[config.mk]
export PLATFORM = sky130hd
export DESIGN_NAME = i2c_slave_frontend
export DESIGN_NICKNAME = d
export VERILOG_FILES = /design/src/rtl/i2c_pkg.sv /design/src/rtl/i2c_line_sync.sv /design/src/rtl/i2c_slave_frontend.sv
export SDC_FILE = /design/constraint.sdc
export NUM_CORES = 1
export LEC_CHECK = 0
export ABC_AREA = 1
export CAP_MARGIN = 20
export CELL_PAD_IN_SITES_DETAIL_PLACEMENT = 1
export CELL_PAD_IN_SITES_GLOBAL_PLACEMENT = 1
export CORE_ASPECT_RATIO = 2
export CORE_MARGIN = 2
export CORE_UTILIZATION = 40
export DETAILED_ROUTE_END_ITERATION = 16
export GPL_TIMING_DRIVEN = 0
export PLACE_DENSITY = 0.79
export SKIP_CTS_REPAIR_TIMING = 1
export SYNTH_ARGS = -nofsm -noshare
export SYNTH_HDL_FRONTEND = slang
export SYNTH_SLANG_ARGS = --single-unit
[constraint.sdc]
create_clock -name sys_clk -period 2.2 [get_ports sys_clk]
set_input_delay 0.66 -clock sys_clk [delete_from_list [all_inputs] [get_ports sys_clk]]
set_output_delay 0.66 -clock sys_clk [all_outputs]
set_load 0.02 [all_outputs]
[src/rtl/i2c_pkg.sv]
// Shared definitions for the I2C slave front end: FSM states, byte length, default address.
package i2c_pkg;

  localparam logic [3:0] I2C_BITS_PER_BYTE      = 4'd8;
  localparam logic [6:0] I2C_DEFAULT_SLAVE_ADDR = 7'h48;

  typedef enum logic [3:0] {
    ST_IDLE,
    ST_DEV_ADDR,
    ST_DEV_ACK,
    ST_REG_ADDR,
    ST_REG_ACK,
    ST_WR_BYTE,
    ST_WR_ACK,
    ST_RD_BYTE,
    ST_RD_ACK,
    ST_WAIT_STOP
  } i2c_state_e;

endpackage

[src/rtl/i2c_line_sync.sv]
// Pin conditioner: 2-FF synchroniser, optional 3-sample majority filter
// (I2C_GLITCH_FILTER_EN), and rise/fall strobes on the conditioned level.
module i2c_line_sync (
  input  logic clk,
  input  logic rst,
  input  logic pin,
  output logic level,
  output logic rise,
  output logic fall
);

  logic s1_q, s2_q, prev_q;

  // Idle bus is high, so everything resets to 1 to avoid a spurious edge.
  always_ff @(posedge clk or posedge rst) begin
    if (rst) begin
      s1_q <= 1'b1;
      s2_q <= 1'b1;
    end else begin
      s1_q <= pin;
      s2_q <= s1_q;
    end
  end

`ifdef I2C_GLITCH_FILTER_EN
  logic h1_q, h2_q;

  always_ff @(posedge clk or posedge rst) begin
    if (rst) begin
      h1_q <= 1'b1;
      h2_q <= 1'b1;
    end else begin
      h1_q <= s2_q;
      h2_q <= h1_q;
    end
  end

  assign level = (s2_q & h1_q) | (s2_q & h2_q) | (h1_q & h2_q);
`else
  assign level = s2_q;
`endif

  always_ff @(posedge clk or posedge rst) begin
    if (rst) prev_q <= 1'b1;
    else     prev_q <= level;
  end

  assign rise = level & ~prev_q;
  assign fall = ~level & prev_q;

endmodule

[src/rtl/i2c_slave_frontend.sv]
// Bit-level I2C slave front end for I2C_SLAVE_MEMORY: bus condition detection,
// address decode, byte shifting and ACK generation. Optional filter: I2C_GLITCH_FILTER_EN.
module i2c_slave_frontend
  import i2c_pkg::*;
#(
  parameter int unsigned ADDRESSLENGTH = 8,
  parameter logic [6:0]  SLAVE_ADDR    = I2C_DEFAULT_SLAVE_ADDR
) (
  input  logic                     sys_clk,
  input  logic                     rst,
  input  logic                     scl_i,
  input  logic                     sda_i,
  output logic                     sda_oe,
  output logic                     mem_enable,
  output logic                     mem_rorw,
  output logic [ADDRESSLENGTH-1:0] mem_addr,
  input  logic                     mem_addr_found,
  output logic [7:0]               mem_wdata,
  output logic                     mem_wstrobe,
  input  logic [7:0]               mem_rdata,
  output logic                     mem_rstrobe,
  output logic                     busy
);

  logic scl_lvl, scl_rise, scl_fall;
  logic sda_lvl, sda_rise, sda_fall;

  i2c_line_sync u_scl_sync (.clk(sys_clk), .rst(rst), .pin(scl_i),
                            .level(scl_lvl), .rise(scl_rise), .fall(scl_fall));
  i2c_line_sync u_sda_sync (.clk(sys_clk), .rst(rst), .pin(sda_i),
                            .level(sda_lvl), .rise(sda_rise), .fall(sda_fall));

  i2c_state_e               state_q, state_d;
  logic [3:0]               bit_cnt_q, bit_cnt_d;
  logic [7:0]               shift_q, shift_d, shift_in;
  logic                     ack_phase_q, ack_phase_d;
  logic                     sda_oe_q, sda_oe_d;
  logic                     rorw_q, rorw_d;
  logic [ADDRESSLENGTH-1:0] addr_q, addr_d;
  logic [7:0]               wdata_q, wdata_d;
  logic                     enable_q, enable_d;
  logic                     wstrobe_q, wstrobe_d;
  logic                     rstrobe_q, rstrobe_d;
  logic                     busy_q, busy_d;
  logic                     start_det, stop_det, byte_done;

  assign start_det = sda_fall & scl_lvl;
  assign stop_det  = sda_rise & scl_lvl;
  assign shift_in  = {shift_q[6:0], sda_lvl};
  assign byte_done = scl_rise && (bit_cnt_q == I2C_BITS_PER_BYTE - 4'd1);

  always_comb begin
    state_d     = state_q;
    bit_cnt_d   = bit_cnt_q;
    shift_d     = shift_q;
    ack_phase_d = ack_phase_q;
    sda_oe_d    = sda_oe_q;
    rorw_d      = rorw_q;
    addr_d      = addr_q;
    wdata_d     = wdata_q;
    enable_d    = 1'b0;
    wstrobe_d   = 1'b0;
    rstrobe_d   = 1'b0;
    busy_d      = busy_q;

    // Write-side pointer bump waits one cycle so the strobe sees the old address.
    if (wstrobe_q) begin
      addr_d   = addr_q + ADDRESSLENGTH'(1);
      enable_d = 1'b1;
    end
    if (rstrobe_q) shift_d = mem_rdata;

    if (stop_det) begin
      state_d  = ST_IDLE;
      sda_oe_d = 1'b0;
      busy_d   = 1'b0;
    end else if (start_det) begin
      state_d     = ST_DEV_ADDR;
      bit_cnt_d   = '0;
      ack_phase_d = 1'b0;
      sda_oe_d    = 1'b0;
      busy_d      = 1'b1;
    end else begin
      case (state_q)
        ST_DEV_ADDR, ST_REG_ADDR, ST_WR_BYTE: begin
          if (scl_rise) begin
            shift_d   = shift_in;
            bit_cnt_d = bit_cnt_q + 4'd1;
          end
          if (byte_done) begin
            bit_cnt_d   = '0;
            ack_phase_d = 1'b0;
            if (state_q == ST_DEV_ADDR) begin
              if (shift_in[7:1] == SLAVE_ADDR) begin
                rorw_d  = shift_in[0];
                state_d = ST_DEV_ACK;
              end else begin
                state_d = ST_WAIT_STOP;
              end
            end else if (state_q == ST_REG_ADDR) begin
              addr_d   = ADDRESSLENGTH'(shift_in);
              enable_d = 1'b1;
              state_d  = ST_REG_ACK;
            end else begin
              wdata_d   = shift_in;
              wstrobe_d = 1'b1;
              state_d   = ST_WR_ACK;
            end
          end
        end
        // First falling edge opens the ACK slot, the next one closes it;
        // sda_oe_q at close records whether the slot was acknowledged.
        ST_DEV_ACK, ST_REG_ACK, ST_WR_ACK: begin
          if (scl_fall) begin
            if (!ack_phase_q) begin
              ack_phase_d = 1'b1;
              sda_oe_d    = (state_q == ST_REG_ACK) ? mem_addr_found : 1'b1;
            end else begin
              sda_oe_d  = 1'b0;
              bit_cnt_d = '0;
              if (!sda_oe_q)                 state_d = ST_WAIT_STOP;
              else if (state_q == ST_DEV_ACK) state_d = ST_REG_ADDR;
              else                           state_d = ST_WR_BYTE;
            end
          end else if (scl_rise && ack_phase_q && state_q == ST_DEV_ACK && rorw_q) begin
            rstrobe_d = 1'b1;
            bit_cnt_d = '0;
            state_d   = ST_RD_BYTE;
          end
        end
        ST_RD_BYTE: begin
          if (scl_fall) begin
            sda_oe_d = ~shift_q[7];
            shift_d  = {shift_q[6:0], 1'b0};
          end else if (scl_rise) begin
            bit_cnt_d = bit_cnt_q + 4'd1;
            if (byte_done) begin
              bit_cnt_d = '0;
              addr_d    = addr_q + ADDRESSLENGTH'(1);
              enable_d  = 1'b1;
              state_d   = ST_RD_ACK;
            end
          end
        end
        ST_RD_ACK: begin
          if (scl_fall) begin
            sda_oe_d = 1'b0;
          end else if (scl_rise) begin
            if (!sda_lvl) begin
              rstrobe_d = 1'b1;
              state_d   = ST_RD_BYTE;
            end else begin
              state_d = ST_WAIT_STOP;
            end
          end
        end
        ST_IDLE, ST_WAIT_STOP: ;
        default: state_d = ST_IDLE;
      endcase
    end
  end

  always_ff @(posedge sys_clk or posedge rst) begin
    if (rst) begin
      state_q     <= ST_IDLE;
      bit_cnt_q   <= '0;
      shift_q     <= '0;
      ack_phase_q <= 1'b0;
      sda_oe_q    <= 1'b0;
      rorw_q      <= 1'b0;
      addr_q      <= '0;
      wdata_q     <= '0;
      enable_q    <= 1'b0;
      wstrobe_q   <= 1'b0;
      rstrobe_q   <= 1'b0;
      busy_q      <= 1'b0;
    end else begin
      state_q     <= state_d;
      bit_cnt_q   <= bit_cnt_d;
      shift_q     <= shift_d;
      ack_phase_q <= ack_phase_d;
      sda_oe_q    <= sda_oe_d;
      rorw_q      <= rorw_d;
      addr_q      <= addr_d;
      wdata_q     <= wdata_d;
      enable_q    <= enable_d;
      wstrobe_q   <= wstrobe_d;
      rstrobe_q   <= rstrobe_d;
      busy_q      <= busy_d;
    end
  end

  assign sda_oe      = sda_oe_q;
  assign mem_enable  = enable_q;
  assign mem_rorw    = rorw_q;
  assign mem_addr    = addr_q;
  assign mem_wdata   = wdata_q;
  assign mem_wstrobe = wstrobe_q;
  assign mem_rstrobe = rstrobe_q;
  assign busy        = busy_q;

endmodule
Word level (Yosys, flattened, before mapping) --
Cells that the tools add are included.
Word-level totals: register bits 45, bits of input ports 13, output and inout port bits 22, logic and storage cells 165
Cells by class: add/sub/neg operators 2, equality and inequality tests 30, multiplexer cells 82, bitwise gates (word level) 15, reduce and logical (&&, ||, !) cells 18
Operators by type and width (count):
- two-way mux 8 bit | 14
- two-way mux 4 bit | 24
- != test 4 bit (second input constant) | 12
- two-way mux 1 bit | 34
- one-hot mux 8 bit (2 select lines) | 2
- == test 4 x 3 -> 1 bit (second input constant) | 5
- one-hot mux 4 bit (5 select lines) | 1
- != test 3 bit (second input constant) | 5
- one-hot mux 4 bit (3 select lines) | 1
- AND reduction 6 bit | 2
- != test 5 bit (second input constant) | 2
- inverter 1 bit | 9
- AND reduction 9 bit | 1
- adder 8 x 1 -> 8 bit (second input constant) | 1
- == test 4 x 2 -> 1 bit (second input constant) | 2
- == test 4 bit (second input constant) | 2
- AND reduction 4 bit | 2
- == test 7 bit (second input constant) | 1
- AND reduction 7 bit | 1
- AND 1 bit | 6
- one-hot mux 1 bit (2 select lines) | 3
- OR reduction 3 bit | 2
- nonzero test 5 bit | 1
- adder 4 x 1 -> 4 bit (second input constant) | 1
- 10 further kinds | 13

Logic depth before layout (Yosys ltp) --
Gate-level depths: netlist (run 1).
depth in word-level cells 10, mapped depth 12, mapped depth without buffers 12

Modules after synthesis --
Synthesis (run 1) repeated with hierarchy kept, for this count alone.
Second synthesis, totals: cell total of the unflattened synthesis 384, area total of the unflattened synthesis 2765.2 um2
By module, submodules not included:
- i2c_slave_frontend | times used 1, cells each 368, area each 2570.0 um2, seq. area each 975.9 um2
- i2c_line_sync | times used 2, cells each 8, area each 97.6 um2, seq. area each 78.8 um2

Worst setup path before layout (run 1) --
Ideal clock, no wire load.
path type register -> register, start point reg u_sda_sync.s2_q (netlist: u_sda_sync.level), end point reg wdata_q[0] (netlist: mem_wdata[0]), library setup time 0.119 ns, arrival 1.403 ns, required time 2.081 ns, slack 0.678 ns, cell stages (with the launch flop) 9, path buffers 1, clock period less this slack 1.522 ns, cell sequence dfstp_2 inv_2 nand3_2 nand2_4 nor2_4 nand2_2 buf_6 nand2_1 o21ai_2
Between the ends: cells in the longest elaborated chain, start to end 5, elaborated cells between the ends (all ways) 8, classes of those cells 7 x bitwise; 1 x reduce/logical
RTL lines:
- start, declared | line i2c_line_sync.sv:12 | logic s1_q, s2_q, prev_q;
- start signal, assigned | line i2c_line_sync.sv:21 | s2_q <= s1_q;
- inverter 1 bit | line i2c_line_sync.sv:49 | assign fall = ~level & prev_q;
- AND 1 bit | line i2c_line_sync.sv:49
- AND 1 bit | line i2c_slave_frontend.sv:47 | assign start_det = sda_fall & scl_lvl;
- inverter 1 bit (no line)
- AND reduction 6 bit (no line)
- end signal, assigned | line i2c_slave_frontend.sv:185 | wdata_q <= wdata_d;
- end, declared | line i2c_slave_frontend.sv:40 | logic [7:0] wdata_q, wdata_d;
Several ways; a longest one is shown, not always the timed one. A chain may end at the register's enable or synchronous reset.

Worst setup path in the final report (run 1) --
start point reg rstrobe_q (netlist: mem_rstrobe), end point out mem_rstrobe
RTL lines:
- start, declared | line i2c_slave_frontend.sv:43 | logic rstrobe_q, rstrobe_d;
- start signal, assigned | line i2c_slave_frontend.sv:188 | rstrobe_q <= rstrobe_d;
- end, declared | line i2c_slave_frontend.sv:21 | output logic mem_rstrobe,
No word-level cell between the ends.

==> results.json, run 1 <==
{
  "p_comb_share_pct": 38.8,
  "muxShareOfSynthArea_pct": 0.415,
  "setup_ws_ns": 0.103,
  "switching_share_pct": 42.1,
  "gp_congestion": 0.912,
  "synth-compound-area-share_pct": 13.2,
  "drt_iter0_drc": 118,
  "yosys.area_share.simple_pct": 34.6,
  "hold_violations": 0,
  "arrival_ns": 1.44,
  "grt_pass1_wl_um": 14300,
  "place_hpwl_um": 6600,
  "num_rows": 42,
  "dr_total_vias": 2689,
  "avgSynthCellArea_sq_um": 7.36,
  "p_int_mw": 1.81,
  "skew_ns": 0.0101,
  "io_buffers": 34,
  "grt_pass1_vias": 2919,
  "crit_buf_inv": 1,
  "root_buffer": "clkbuf_16",
  "rsz0062_at_grt": "no",
  "finalSetupTns_ns": 0,
  "track_usage_pct": 24.7,
  "drive_gt1_share_pct": 14.3,
  "outcome": "completed",
  "ys_warn_count": 0,
  "synthCells": 369,
  "maxSlewHeadroom_pct": 67.3,
  "synth_seq_area_share_pct": 41.7,
  "p_total_mw": 3.12,
  "drv_slew": 0,
  "num_antenna_cells": 0,
  "end_kind": "output port",
  "ys_types": 37,
  "finalSetupViolations": 0,
  "fillers": 877,
  "reg2reg_depth": 8,
  "syn-cell-area_sq_um": 2720,
  "worstPathRequired_ns": 1.54,
  "firstDrtPassIters": 4,
  "synth_xor_area_share_pct": 1.61,
  "clkTransAtPathRegs_ns": 0.06,
  "crit_chain": "clkdlybuf4s50_1",
  "min_period_ns": 2.10,
  "fin_crit_sh_pct": 95.3,
  "worstSkewPairLatency_ns": 0.30,
  "crit_type": "flop to output port",
  "wl_per_cell_um": 17.0,
  "whs_path_depth": 0,
  "grt-ovfl-total": 0,
  "worst_path_dominant_cell_family": "buffers and inverters",
  "antenna_found_initial": 0,
  "core_sq_um": 6620,
  "clk_path_buf_depth": 2,
  "htreeDepth": 2,
  "area_delta_synth_final_pct": 23.0,
  "yosys_register_bits": 45,
  "instances_no_fill": 500,
  "dp_slack_ns": 0.314,
  "die-area_sq_um": 7510,
  "pin_count": 35,
  "wirelength_um": 8520,
  "clkPwrFrac_pct": 25.7,
  "place_inst": 492,
  "cts_buffers": 5,
  "hold_class": "flop to flop",
  "powerDensity_nw_per_um2": 935,
  "switching_power_mw": 1.31,
  "synth-main-ff-cell": "dfrtp_1",
  "nNetsFinal": 426,
  "worst_path_max_delay_cell": "clkdlybuf4s50_1",
  "fmax_mhz": 477,
  "die_x_um": 62.3,
  "post-route-drc-count": 0,
  "synthAdderAreaFrac_pct": 0.921,
  "ant_nets": 0,
  "total_leakage_power_nw": 1.59,
  "synth_top_family_by_area": "simple AND/OR/NAND/NOR gates",
  "die_h_um": 121,
  "cts.sinks": 45,
  "viasPerCell": 5.38,
  "cts_tree": "built",
  "p_seq_share_pct": 35.6,
  "initial_core_util_pct": 41.0,
  "grt_max_degree": 30,
  "synth_edf_count": 0,
  "start_kind": "flop",
  "async_flop_share_pct": 100,
  "slowest_delay_ns": 0.66,
  "worstPathMaxFanout": 7,
  "maxCapViolations": 0,
  "tightest_slew_ns": 0.487,
  "vdd_drop_max_v": 0.000826,
  "critical_path_depth": 1,
  "synthesis.nets": 384
}
## state kept, by name (all words and copies together), names as in the netlist
register,count
state_q,4
mem_wdata,8
u_sda_sync.level,1
busy,1
u_scl_sync.level,1
u_scl_sync.s1_q,1
mem_enable,1
mem_rorw,1
bit_cnt_q,4
u_scl_sync.prev_q,1
mem_wstrobe,1
u_sda_sync.s1_q,1
ack_phase_q,1
shift_q,8
mem_addr,8
sda_oe,1
mem_rstrobe,1
u_sda_sync.prev_q,1
## power by group through the flow
stage	clock network (mW)	registers, mW	logic [mW]
2_1_floorplan	0	1.10	0.842
3_3_place_gp	0	1.12	1.16
3_5_place_dp	0	1.12	1.20
4_1_cts	0.821	1.11	1.22
5_1_grt	0.855	1.13	1.37
6_report	0.803	1.11	1.21
## cells in the mapped netlist (5+ instances only)
master      n  area share, %
nand2_2     7            1.6
nand2_1   124             17
inv_2      10            1.4
o31ai_1     5            1.4
nor3_1      5           0.92
o21ai_0    18            3.3
nand3_1    27            5.0
o211ai_1    5            1.4
dfstp_2     6            5.8
nor2_1     30            4.1
dfrtp_1    39             36
o21ai_1     5           0.92
nand4_1     5            1.2
a21oi_1     6            1.1
o21ai_2     8            2.6
inv_1      33            4.6
## metal layers
layer / track usage, % / share of wire (%)
met1: 23.3 / 34
met2: 48.6 / 58
met3: 4.00 / 3.0
met4: 14.3 / 5.6
met5: 0 / 0
## worst reg2reg max path, delay by kind of cell (launching register included)
| kind | cells | cell delay (ns) |
|---|---|---|
| buffers and inverters | 2 | 0.32 |
| AOI/OAI and AO/OA | 1 | 0.05 |
| DFF | 1 | 0.63 |
| and+or+nand+nor | 5 | 0.79 |
## through the flow
step / utilization [%] / hold WS [ns] / area [sq um]
final: 50.5 / 0.360 / 3340
after global routing: 50.5 / 0.364 / 3340
after CTS: 50.5 / 0.359 / 3340
after detailed placement: 48.1 / 0.349 / 3190
after global placement: 47.8 / 0.346 / 3170
after floorplan: - / 0.345 / 2720
## placed cells by master, fill, tap and decap left out, types with 2 or more instances in the layout
master / n
o211ai_1: 5
nand4_1: 5
o21ai_0: 18
nor2_1: 30
ha_1: 2
a21oi_1: 6
nor3_1: 5
o31ai_1: 5
nand2_4: 2
xor2_1: 3
nand2_2: 7
inv_2: 11
nand2_1: 124
nor2_2: 4
nor2_4: 4
o21ai_2: 8
o221ai_1: 2
clkdlybuf4s50_1: 34
clkbuf_16: 5
inv_1: 32
buf_6: 2
dfrtp_1: 39
a22oi_1: 2
o21ai_1: 5
xnor2_1: 2
a31oi_1: 2
nand3_1: 27
dfstp_2: 6
## cell families (layout without fill, tap and decap cells)
logic type / count (synthesis) / count (layout)
buffers and inverters: 49 / 92
muxes: 1 / 1
AOI/OAI and AO/OA: 56 / 56
adders and majority gates: 2 / 2
xor gates and xnor gates: 5 / 5
DFF: 45 / 45
and+or+nand+nor: 211 / 211
## worst paths after layout
check,slack (ns),end,start
min in group asynchronous,0.67,mem_wdata[4],rst
min,0.36,u_sda_sync.level,u_sda_sync.s1_q
max reg2reg,0.30,mem_wdata[0],u_sda_sync.level
min reg2reg,0.36,u_sda_sync.level,u_sda_sync.s1_q
max in group asynchronous,0.96,u_scl_sync.s1_q,rst
max,0.10,mem_rstrobe,mem_rstrobe
## layout make-up
| cell class | count | area, sq um | share of cell area, % |
|---|---|---|---|
| Buffer | 5 | 38.8 | 1.16 |
| Clock inverter | 2 | 16.3 | 0.487 |
| Tap cell | 88 | 110 | 3.29 |
| Timing Repair Buffer | 35 | 360 | 10.8 |
| Inverter | 44 | 165 | 4.94 |
| Sequential cell | 45 | 1130 | 33.9 |
| Multi-Input combinational cell | 275 | 1380 | 41.3 |
| Clock buffer | 6 | 139 | 4.16 |
Note: power is estimated with default switching activity, not from simulation.
==> run 2, diff against run 1 <==
--- a/config.mk
+++ b/config.mk
@@ -19,3 +19,4 @@
 export SYNTH_ARGS = -nofsm -noshare
 export SYNTH_HDL_FRONTEND = slang
 export SYNTH_SLANG_ARGS = --single-unit
+export TNS_END_PERCENT = 20
==> results of run 2 <==
Same layout as run 1: the final DEF is identical, and so are final timing and power.
